`config.mk`:
```
export PLATFORM = sky130hd
export DESIGN_NAME = piso_mux_serializer
export DESIGN_NICKNAME = d
export VERILOG_FILES = /design/src/rtl/piso_mux_serializer_pkg.sv /design/src/rtl/piso_mux_serializer_mux.sv /design/src/rtl/piso_mux_serializer.sv
export SDC_FILE = /design/constraint.sdc
export NUM_CORES = 1
export LEC_CHECK = 0
export CAP_MARGIN = 5
export CORE_MARGIN = 1.5
export CORE_UTILIZATION = 39
export CTS_CLUSTER_DIAMETER = 50
export DETAILED_ROUTE_END_ITERATION = 10
export HOLD_SLACK_MARGIN = 0.02
export PLACE_DENSITY = 0.8
export SLEW_MARGIN = 20
export SYNTH_ARGS = -nofsm -noshare
export SYNTH_HDL_FRONTEND = slang
export SYNTH_SLANG_ARGS = --single-unit
```
`constraint.sdc`:
```
create_clock -name clk -period 1.89 [get_ports clk]
set_clock_uncertainty 0.15 [all_clocks]
set_input_delay 0.378 -clock clk [delete_from_list [all_inputs] [get_ports clk]]
set_output_delay 0.378 -clock clk [all_outputs]
set_load 0.01 [all_outputs]
```
`src/rtl/piso_mux_serializer_pkg.sv`:
```
// Shared types and constants for the byte-to-serial PISO serializer.
// Holds the FSM encoding and the bit-order dependent select helper.
package piso_mux_serializer_pkg;

  localparam int DATA_W = 8;
  localparam int SEL_W  = 3;

  localparam logic [SEL_W-1:0] LAST_IDX = SEL_W'(DATA_W - 1);

  typedef enum logic {
    IDLE  = 1'b0,
    SHIFT = 1'b1
  } state_t;

  // Maps the accepted-bit count onto the mux select for the chosen bit order.
  function automatic logic [SEL_W-1:0] bit_sel(input logic lsb_first,
                                               input logic [SEL_W-1:0] cnt);
    return lsb_first ? cnt : (LAST_IDX - cnt);
  endfunction

endpackage

```
`src/rtl/piso_mux_serializer_mux.sv`:
```
// 8-to-1 bit multiplexer: picks I[sel] onto mux_op, purely combinational.
module mux_8x1
  import piso_mux_serializer_pkg::*;
(
  output logic              mux_op,
  input  logic [DATA_W-1:0] I,
  input  logic [SEL_W-1:0]  sel
);

  assign mux_op = I[sel];

endmodule

```
`src/rtl/piso_mux_serializer.sv`:
```
// Parallel-in serial-out serializer: latches a byte, then walks a mux select
// across it one accepted bit at a time, with back-to-back reload at the last bit.
module piso_mux_serializer
  import piso_mux_serializer_pkg::*;
#(
  parameter int LSB_FIRST = 1
) (
  input  logic              clk,
  input  logic              rst_n,
  input  logic [DATA_W-1:0] in_data,
  input  logic              in_valid,
  output logic              in_ready,
  output logic [SEL_W-1:0]  sel,
  output logic              out_bit,
  output logic              out_valid,
  input  logic              out_ready,
  output logic              done,
  output logic              busy
);

  // Handshakes: a transfer happens on a rising edge where valid && ready are both
  // high; valid never depends on ready, and only out_ready -> in_ready is combinational.

  state_t              r_state;
  state_t              w_state_nxt;
  logic [SEL_W-1:0]    r_cnt;
  logic [SEL_W-1:0]    w_cnt_nxt;
  logic [DATA_W-1:0]   r_data_q;
  logic [DATA_W-1:0]   w_data_nxt;
  logic                r_done;
  logic                w_done_nxt;
  logic                w_last;
  logic                w_bit_acc;
  logic                w_load;
  logic [SEL_W-1:0]    w_sel;
  logic                w_mux_op;

  assign w_last    = (r_cnt == LAST_IDX);
  assign w_bit_acc = (r_state == SHIFT) && out_ready;
  assign in_ready  = (r_state == IDLE) || ((r_state == SHIFT) && w_last && out_ready);
  assign w_load    = in_valid && in_ready;
  assign w_sel     = bit_sel(LSB_FIRST != 0, r_cnt);

  always_comb begin
    w_state_nxt = r_state;
    w_cnt_nxt   = r_cnt;
    w_data_nxt  = r_data_q;
    w_done_nxt  = 1'b0;
    if (r_state == IDLE) begin
      if (w_load) begin
        w_state_nxt = SHIFT;
        w_cnt_nxt   = '0;
        w_data_nxt  = in_data;
      end
    end else if (w_bit_acc) begin
      if (!w_last) begin
        w_cnt_nxt = r_cnt + 1'b1;
      end else begin
        // Last bit leaves: either reload without a bubble or fall back to IDLE.
        w_done_nxt = 1'b1;
        w_cnt_nxt  = '0;
        if (w_load) begin
          w_data_nxt = in_data;
        end else begin
          w_state_nxt = IDLE;
        end
      end
    end
  end

  always_ff @(posedge clk or negedge rst_n) begin
    if (!rst_n) begin
      r_state  <= IDLE;
      r_cnt    <= '0;
      r_data_q <= '0;
      r_done   <= 1'b0;
    end else begin
      r_state  <= w_state_nxt;
      r_cnt    <= w_cnt_nxt;
      r_data_q <= w_data_nxt;
      r_done   <= w_done_nxt;
    end
  end

  mux_8x1 u_mux (
    .mux_op (w_mux_op),
    .I      (r_data_q),
    .sel    (w_sel)
  );

  assign sel       = w_sel;
  assign out_bit   = w_mux_op;
  assign out_valid = (r_state == SHIFT);
  assign busy      = (r_state == SHIFT);
  assign done      = r_done;

endmodule

```
Word level (Yosys, flattened, before mapping)
Cells that the tools add are included.
{ "totals": {"word_cells": 35, "reg_bits": 13, "output_inout_bits": 8} }
{ "classes": {"order_cmp": 1, "eq_ne": 3, "bitwise_logic": 1, "reduce_logical": 8, "n_addsub": 1, "n_mux": 17} }
{ "ops": {"columns": ["op", "count"], "rows": [
  ["$mux 8", 4],
  ["$mux 3", 4],
  ["$mux 1", 8],
  ["$logic_and 1x1->1", 4],
  ["$lt 3x4->1 const B", 1],
  ["$ne 2x1->1 const B", 2],
  ["$reduce_and 2->1", 2],
  ["$add 3x1->3 const B", 1],
  ["$bmux 1 s3", 1],
  ["$eq 3x3->1 const B", 1],
  ["$reduce_bool 2->1", 1],
  ["$logic_or 1x1->1", 1],
  ["$not 1->1", 1]
]} }

Logic depth before layout (Yosys ltp)
Gate-level depths: netlist of the first run.
{ "logic_depth": {"depth_word": 9, "mapped_depth": 5, "mapped_depth_nobuf": 5} }

Hierarchy
From an unflattened synthesis of the first run, not the netlist that was laid out.
{ "unflattened": {"hier_cells": 43, "area_unflattened_um2": 669.4} }
{ "modules_own_cells": {"columns": ["module", "area_per_inst_um2", "seq_area_each_um2", "cells_each", "instances"], "rows": [
  ["piso_mux_serializer", 605.6, 325.3, 40, 1],
  ["mux_8x1", 63.8, 0.0, 3, 1]
]} }

Least setup slack after synthesis of the first run
OpenSTA, ideal clock, no wires.
{ "synth_timing": {"path_type": "register to register", "startpoint": "register r_cnt[0] (netlist: sel[0])", "endpoint": "register r_data_q[0]", "arrival_ns": 1.601, "slack_ns": 0.014, "setup_ns": 0.125, "stages_incl_launch_ff": 6, "t_required_ns": 1.615, "period_less_slack_ns": 1.876, "cell_sequence": "dfrtp_1 -> ha_1 -> ha_1 -> a21bo_2 -> nand2_2 -> mux2_2"} }
{ "synth_between": {"elab_chain_len": 9, "word_cells_on_any_way": 11} }
{ "synth_lines": {"columns": ["element", "line_no", "text"], "rows": [
  ["start: declaration", "piso_mux_serializer.sv:26", "logic [SEL_W-1:0] r_cnt;"],
  ["start signal: assignment", "piso_mux_serializer.sv:79", "r_cnt <= w_cnt_nxt;"],
  ["$eq 3x3->1 *", "piso_mux_serializer.sv:38", "assign w_last = (r_cnt == LAST_IDX);"],
  ["$logic_and 1x1->1 * (2 in series)", "piso_mux_serializer.sv:40", "assign in_ready = (r_state == IDLE) || ((r_state == SHIFT) && w_last && out_ready);"],
  ["$logic_or 1x1->1 *", "piso_mux_serializer.sv:40", null],
  ["via in_ready", "piso_mux_serializer.sv:12", "output logic in_ready,"],
  ["$logic_and 1x1->1 *", "piso_mux_serializer.sv:41", "assign w_load = in_valid && in_ready;"],
  ["$mux 8 *", null, null],
  ["$mux 8 (2 in series)", null, null],
  ["$mux 8 *", null, null],
  ["end signal: assignment", "piso_mux_serializer.sv:80", "r_data_q <= w_data_nxt;"],
  ["end: declaration", "piso_mux_serializer.sv:28", "logic [DATA_W-1:0] r_data_q;"]
]} }
The timed path passes the listed nets; every way through them passes the cells marked *. The select of a mux whose other input is x is not followed.
A chain may end at the register's enable or synchronous reset.

Worst setup path after layout of the first run
{ "layout_timing": {"startpoint": "register r_cnt[0] (netlist: sel[0])", "endpoint": "output port out_bit"} }
{ "layout_between": {"elab_chain_len": 2} }
{ "layout_lines": {"columns": ["element", "line_no", "text"], "rows": [
  ["$bmux 1 s3", "piso_mux_serializer_mux.sv:10", "assign mux_op = I[sel];"],
  ["$mux 1 (not written as such)", "piso_mux_serializer_mux.sv:10", null],
  ["end: declaration", "piso_mux_serializer.sv:14", "output logic out_bit,"]
]} }
Every way passes these cells. The select of a mux whose other input is x is not followed.

==> results of run 1 <==
[layer usage]
layer / share of wire / track usage / vias to the layer above
met1: 0.43 / 0.210 / 227
li1: - / - / 210
met3: 0.058 / 0.0431 / 2
met4: 0.0038 / 0.0938 / 0
met2: 0.51 / 0.255 / 19
met5: 0 / 0 / -
[through the flow]
| step | setup slack [ps] | hold WS, ps |
|---|---|---|
| floorplan | 14.3 | -67.6 |
| global placement | -286 | 331 |
| detailed placement | -316 | 338 |
| CTS | -247 | 353 |
| global route | -303 | 367 |
| finish | -253 | 320 |
[worst reg2reg max path, stage by stage, from the launching register on]
cell     delay, ps
dfrtp_1        430
buf_4          150
buf_6          110
ha_4           150
ha_4           150
a21bo_4        210
buf_4          150
nand2_8        110
mux2_4         310
[placed cells by master (no fill, tap or decap)]
| master | n |
|---|---|
| buf_6 | 3 |
| and3_1 | 1 |
| dfrtp_2 | 1 |
| nand3_1 | 1 |
| ha_4 | 2 |
| clkdlybuf4s50_1 | 13 |
| nor2_1 | 1 |
| nand2_1 | 1 |
| mux2_2 | 2 |
| dfrtp_1 | 12 |
| a21bo_4 | 1 |
| clkbuf_4 | 3 |
| mux2_4 | 9 |
| clkbuf_1 | 1 |
| mux4_2 | 2 |
| clkbuf_2 | 1 |
| buf_4 | 7 |
| a22o_1 | 2 |
| o31ai_1 | 1 |
| dlymetal6s2s_1 | 3 |
| nand2b_1 | 2 |
| nand2_8 | 1 |
[where the power goes]
| group | internal [mW] | switching (mW) |
|---|---|---|
| clock | 0.0817 | 0.0875 |
| combinational | 0.543 | 0.250 |
| sequential | 0.406 | 0.112 |
| total | 1.03 | 0.450 |
[area by class of cell]
type / instances / area [um^2]
Clock buffer: 4 / 26.3
Fill cell: 120 / 512
Multi-Input combinational cell: 26 / 345
Tap cell: 16 / 20.0
Timing Repair Buffer: 27 / 259
Sequential cell: 13 / 327
[worst paths after layout]
kind	from	to	slack, ps	cells past startpoint
worst min register to register	r_data_q[3]	r_data_q[3]	370	1
worst max register to register	sel[0]	r_data_q[7]	-150	8
max in group asynchronous	rst_n	sel[2]	860	1
worst max-delay path	sel[0]	out_bit	-250	3
worst min-delay path	rst_n	sel[1]	320	1
min in group clk	r_data_q[3]	r_data_q[3]	370	1
[sequential cells by signal, summed over array words and instances (netlist names)]
register  cells
r_data_q      8
sel           3
busy          1
done          1
[synthesized netlist by cell type]
master,instances
a21bo_2,1
mux4_1,2
nor2_1,1
nand2b_1,2
mux2_2,11
nand3_1,1
nand2_2,1
dfrtp_1,13
buf_4,1
nand2_1,1
o31ai_1,1
a22o_1,2
and3_1,1
ha_1,2
[repair_timing]
action / CTS / global route
setup endpoints to repair: 11 / 15
buffers inserted: 2 / 0
gates resized for setup: 29 / 7
pin swaps: 2 / 0
[cells by family (layout without fill, tap and decap cells)]
group / after synthesis / after routing / share of synthesized area
AOI/OAI and AO/OA: 4 / 4 / 0.0577
DFF: 13 / 13 / 0.536
and+or+nand+nor: 7 / 7 / 0.0618
buffers and inverters: 1 / 31 / 0.0124
muxes: 13 / 13 / 0.291
adders and majority gates: 2 / 2 / 0.0412
==> impl_metrics.tcl, run 1 <==
set metrics [dict create \
    postLayoutCoreUtil 0.656 \
    end_kind "output pin" \
    drt-initial-drc-count 4 \
    ant_nets 0 \
    tightest_slew_ps 576 \
    first_pass_iters 4 \
    fin_area_um2 977 \
    cts_buffer_depth 2 \
    diodes 0 \
    wl_mm 1.32 \
    slew_viol_final 0 \
    grt_pass1_wl_mm 2.12 \
    cts_tree "yes" \
    syn_to_final_growth_pct 61.0 \
    max_stage_delay_ps 520 \
    path_class "reg -> out" \
    worst_ep_required_time_ps 1360 \
    cts-root-buf "clkbuf_4" \
    cpLargestDelayFamily "multiplexers" \
    num_vias 458 \
    critPathMaxFanout 3 \
    startpoint_type "register" \
    finalWeightedCongestion 0.718 \
    cp_slowest_cell "mux4_2" \
    min_period_ps 2140 \
    leakagePower_nw 0.458 \
    fmax_ghz 0.467 \
    wire_per_inst_um 15.4 \
    drc 0 \
    final_layout_size_suffix_gt1_frac 0.457 \
    die_h_um 42.4 \
    rows 14 \
    dieArea_mm2 0.00180 \
    final.period_utilization 1.13 \
    layout.cells.non_filler 86 \
    post-place-cells 80 \
    syn-num-nets 54 \
    io_buffers 19 \
    fp.coreArea_mm2 0.00149 \
    rsz0062_at_grt "yes" \
    synth_top_area_cell "dfrtp_1" \
    layout_setup_ws_ps -253 \
    clk-insertion-delay-late_ps 270 \
    place_hpwl_um 811 \
    maxSlewHeadroom 0.615 \
    antenna_found_initial 0 \
    cts_buffers 3 \
    finalPower_mw 1.48 \
    violations "setup timing" \
    grt_usage 0.166 \
    htree_levels 1 \
    syn-instance-count 40 \
    maxCapViolations 0 \
    setup_tns_ps -1590 \
    start_util 0.408 \
    vias_per_cell 5.33 \
    power_density_mw_per_mm2 1510 \
    nNetsFinal 85 \
    synth-seq-cells 13 \
    postSynthAreaPerCell_um2 15.2 \
    finalSetupViolCount 10 \
    io_pins 20 \
    synthTopCellsByArea "dfrtp_1 54%, mux2_2 20%, mux4_1 8.7%, ha_1 4.1%, a22o_1 2.9%" \
    synth_top_area_share 0.536 \
    die_x_um 42.4 \
    irDropWorstVdd_uv 778 \
    cts.clk_slew.worst_paths_ps 80 \
    path_cells "mux4_2 > mux2_4 > buf_6" \
    arrival_ps 1610 \
    status "finished, violations left" \
    overflow 0 \
    ys_seq_area_frac 0.536 \
    grt_max_degree 14 \
    grt_pass1_vias 460 \
    hold_viol 0 \
    netlist-cell-type-count 14 \
    cts_sinks 13 \
    netlist_area_um2 607 \
    hold_path.class "in -> async" \
    ctsHoldBuffers 0 \
    synth_warnings 0 \
    cp_num_buf_inv 1 \
    placed_area_um2 855 \
]
Power figures use the tool's default switching activity.
==> run 2, diff against run 1 <==
--- a/config.mk
+++ b/config.mk
@@ -7,11 +7,12 @@
 export LEC_CHECK = 0
 export CAP_MARGIN = 5
 export CORE_MARGIN = 1.5
-export CORE_UTILIZATION = 39
+export CORE_UTILIZATION = 41
+export CTS_BUF_LIST = sky130_fd_sc_hd__clkbuf_4 sky130_fd_sc_hd__clkbuf_8
 export CTS_CLUSTER_DIAMETER = 50
 export DETAILED_ROUTE_END_ITERATION = 10
 export HOLD_SLACK_MARGIN = 0.02
-export PLACE_DENSITY = 0.8
+export PLACE_DENSITY = 0.84
 export SLEW_MARGIN = 20
 export SYNTH_ARGS = -nofsm -noshare
 export SYNTH_HDL_FRONTEND = slang
==> impl_metrics.tcl, run 2 (synthesis results as in run 1) <==
set metrics [dict create \
    drt-initial-drc-count 8 \
    num_vias 471 \
    final_layout_size_suffix_gt1_frac 0.479 \
    rsz0062_at_grt "yes" \
    violations "setup timing" \
    grt_pass1_wl_mm 2.50 \
    syn_to_final_growth_pct 63.3 \
    tightest_slew_ps 320 \
    wl_mm 1.48 \
    final.period_utilization 1.12 \
    final_cell_mix "15 x clkdlybuf4s50_1, 11 x dfrtp_1, 9 x mux2_4, 7 x buf_4" \
    cts.clk_slew.worst_paths_ps 80 \
    power_density_mw_per_mm2 1550 \
    finalPower_mw 1.53 \
    post-place-cells 80 \
    min_period_ps 2120 \
    status "finished, violations left" \
    cts_tree "yes" \
    diodes 0 \
    leakagePower_nw 0.468 \
    critPathMaxFanout 3 \
    irDropWorstVdd_uv 701 \
    layout.cells.non_filler 86 \
    setup_tns_ps -483 \
    largest_register_ffs 8 \
    startpoint_type "register" \
    finalWeightedCongestion 0.737 \
    arrival_ps 1590 \
    final_common_cell "clkdlybuf4s50_1" \
    worst_ep_required_time_ps 1360 \
    fmax_ghz 0.472 \
    cts_buffer_depth 2 \
    slew_viol_final 0 \
    start_util 0.455 \
    path_cells "mux4_2 > mux2_4 > buf_6" \
    io_pins 20 \
    largest-register "r_data_q" \
    die_h_um 41.5 \
    grt_max_degree 9 \
    cts-root-buf "clkbuf_4" \
    clk-insertion-delay-late_ps 270 \
    maxSlewHeadroom 0.786 \
    cts_sinks 13 \
    hold_viol 0 \
    io_buffers 19 \
    dieArea_mm2 0.00172 \
    hold_path.class "in -> async" \
    antenna_found_initial 0 \
    overflow 0 \
    hold_slack_ps 215 \
    cts_buffers 3 \
    end_kind "output pin" \
    nNetsFinal 86 \
    fp.coreArea_mm2 0.00133 \
    grt_pass1_vias 496 \
    ant_nets 0 \
    maxCapViolations 0 \
    place_hpwl_mm 1.00 \
    vias_per_cell 5.48 \
    wire_per_inst_um 17.3 \
    drc 0 \
    die_x_um 41.5 \
    postLayoutCoreUtil 0.743 \
    rows 13 \
    path_class "reg -> out" \
    max_stage_delay_ps 510 \
    layout_setup_ws_ps -230 \
    first_pass_iters 4 \
    finalSetupViolCount 10 \
    grt_usage 0.194 \
    cp_slowest_cell "mux4_2" \
    htree_levels 1 \
]
## run 2: cell count changes in the layout (fill, tap and decap cells not counted)
cell	delta
clkdlybuf4s50_1	+2
dlymetal6s2s_1	-2
buf_6	+1
clkbuf_1	-1
clkbuf_2	-1
clkbuf_4	+1
dfrtp_1	-1
dfrtp_2	+1
dlygate4sd2_1	+1
## run 2: repair_timing
action                                  in CTS  in global routing
hold buffers                                 0                  0
endpoints found under the setup margin      10                 11
gates resized for setup                     31                  3
setup buffers                                2                  0
pin swaps                                    1                  0
hold endpoints to repair                     0                  0
## run 2: final cells by class
cell class,count,area [um^2]
timing repair buffer,28,269
multi-input combinational,26,345
sequential,13,328
clock buffer,4,30.0
tap,15,18.8
fill,92,343
## run 2: final timing paths
kind                             start  cells after the start          end  slack (ps)
max                             sel[0]                      3      out_bit        -230
min                              rst_n                      1         done         210
max reg2reg                     sel[0]                      7  r_data_q[7]         -30
min reg2reg                r_data_q[5]                      1  r_data_q[5]         370
max in group asynchronous        rst_n                      2       sel[2]         950
min in group clk           r_data_q[5]                      1  r_data_q[5]         370
## run 2: through the flow
step / setup slack (ps) / instance area [um^2]
after detailed placement: -311 / 861
after CTS: -261 / 983
final: -230 / 991
after global placement: -285 / 861
after floorplan: 14.3 / 607
after global routing: -301 / 991
## run 2: metal layers
layer	GRT usage	up-vias	routed length [um]
met5	0	-	0
met2	0.334	18	806
met1	0.237	242	591
met3	0.0565	0	86
met4	0.0516	0	0
li1	-	211	-
## run 2: worst max-delay path, delay by kind of cell, from the launching register on
kind,cells,cell delay [ps]
mux,2,790
flops,1,410
buf+inv,1,120
## run 2: power breakdown
part           internal [mW]  switching (mW)  leakage (nW)
logic                  0.559           0.275         0.295
registers              0.408           0.110         0.154
clock network         0.0959          0.0869        0.0184
==> run 3, diff against run 2 <==
--- a/config.mk
+++ b/config.mk
@@ -6,7 +6,7 @@
 export NUM_CORES = 1
 export LEC_CHECK = 0
 export CAP_MARGIN = 5
-export CORE_MARGIN = 1.5
+export CORE_MARGIN = 8
 export CORE_UTILIZATION = 41
 export CTS_BUF_LIST = sky130_fd_sc_hd__clkbuf_4 sky130_fd_sc_hd__clkbuf_8
 export CTS_CLUSTER_DIAMETER = 50
==> impl_metrics.tcl, run 3 (synthesis results as in run 1) <==
set metrics [dict create \
    status "finished, violations left" \
    violations "setup timing" \
    finalWeightedCongestion 0.718 \
    dp_slack_ps -339 \
    fin_area_um2 986 \
    final_common_cell "clkdlybuf4s50_1" \
    finalPower_mw 1.52 \
    die_x_um 54.5 \
    diodes 0 \
    final_layout_size_suffix_gt1_frac 0.471 \
    tightest_slew_ps 605 \
    power.switching_uw 458 \
    fp.coreArea_mm2 0.00145 \
    switching_share 0.302 \
    grt_pass1_wl_mm 2.30 \
    rows 14 \
    wire_per_inst_um 17.4 \
    place_hpwl_mm 1.11 \
    cts.clk_slew.worst_paths_ps 80 \
    io_pins 20 \
    p_comb_frac 0.533 \
    drt-initial-drc-count 6 \
    fmax_ghz 0.472 \
    dieArea_mm2 0.00297 \
    nNetsFinal 85 \
    cts-root-buf "clkbuf_4" \
    cts_buffers 3 \
    placed_area_um2 855 \
    rsz0062_at_grt "yes" \
    wl_mm 1.50 \
    slew_viol_final 0 \
    min_period_ps 2120 \
    startpoint_type "register" \
    vias_per_cell 5.30 \
    cts_sinks 13 \
    postLayoutCoreUtil 0.678 \
    grt_pass1_vias 518 \
    cts_buffer_depth 2 \
    rr_worst_depth 7 \
    end_kind "output pin" \
    largest_register_ffs 8 \
    finalSetupViolCount 10 \
    layout_setup_ws_ps -227 \
    die_h_um 54.5 \
    antenna_found_initial 0 \
    maxCapViolations 0 \
    leakagePower_nw 0.461 \
    p_int_mw 1.06 \
    num_vias 456 \
    largest-register "r_data_q" \
    maxSlewHeadroom 0.595 \
    clk-insertion-delay-late_ps 270 \
    clkPwrFrac 0.121 \
    irDropWorstVdd_uv 704 \
    arrival_ps 1590 \
    overflow 0 \
    start_util 0.417 \
    drc 0 \
    ant_nets 0 \
    syn_to_final_growth_pct 62.5 \
    final_cell_mix "15 x clkdlybuf4s50_1, 11 x dfrtp_1, 9 x mux2_4, 6 x buf_4" \
    ctsHoldBuffers 0 \
    critPathMaxFanout 3 \
    first_pass_iters 4 \
    io_buffers 19 \
    grt_max_degree 14 \
    power_density_mw_per_mm2 1540 \
    hold_viol 0 \
    cts_tree "yes" \
    path_class "reg -> out" \
    worst_ep_required_time_ps 1360 \
    grt_usage 0.106 \
    power_frac_seq 0.346 \
    htree_levels 1 \
    final.period_utilization 1.12 \
    hold_path.class "in -> async" \
]
[run 3: cell types whose count changed in the layout (fill, tap and decap cells not counted), sizes merged]
cell,before,now
buf,11,10
clkdlybuf4s15,0,1
dlygate4sd2,1,0
[run 3: worst max-delay path: stages (launching register included)]
cell and delay [ps]:
dfrtp_2 410, mux4_2 500, mux2_4 280, buf_6 120
[run 3: area by class of cell]
class | count | area (um^2)
Tap cell | 16 | 20.0
Timing Repair Buffer | 27 | 263
Clock buffer | 4 | 30.0
Sequential cell | 13 | 328
Multi-Input combinational cell | 26 | 345
Fill cell | 128 | 468
[run 3: path summary, 6_finish.rpt]
| kind | start | end | slack [ps] |
|---|---|---|---|
| min in group clk | r_data_q[7] | r_data_q[7] | 370 |
| max in group asynchronous | rst_n | sel[0] | 830 |
| max | sel[0] | out_bit | -230 |
| min | rst_n | done | 330 |
| max reg2reg | sel[0] | r_data_q[5] | -30 |
| min reg2reg | r_data_q[7] | r_data_q[7] | 370 |
[run 3: repair_timing]
item	in CTS	in global routing
buffers inserted	2	1
pin swaps	2	1
resized for setup	27	9
endpoints found under the setup margin	11	12
[run 3: power groups by stage]
stage,Combinational [mW],Clock (mW),Sequential [mW]
after floorplan,0.321,0,0.497
after global placement,0.615,0,0.478
after detailed placement,0.641,0,0.496
after CTS,0.777,0.187,0.515
after global routing,0.866,0.195,0.545
final,0.809,0.183,0.524
[run 3: per-stage QoR]
step	instances	TNS, ps	hold WS [ps]
6_report	86	-518	332
5_1_grt	86	-997	362
4_1_cts	86	-1710	357
3_5_place_dp	80	-2450	349
3_3_place_gp	80	-2070	332
2_1_floorplan	40	0	-67.6
[run 3: routing by layer]
layer	share of wire	vias to the layer above	wire, um	GRT usage
li1	-	211	-	-
met2	0.52	16	781	0.197
met5	0	-	0	0
met3	0.069	2	103	0.0408
met1	0.40	227	594	0.109
met4	0.012	0	18	0.0246
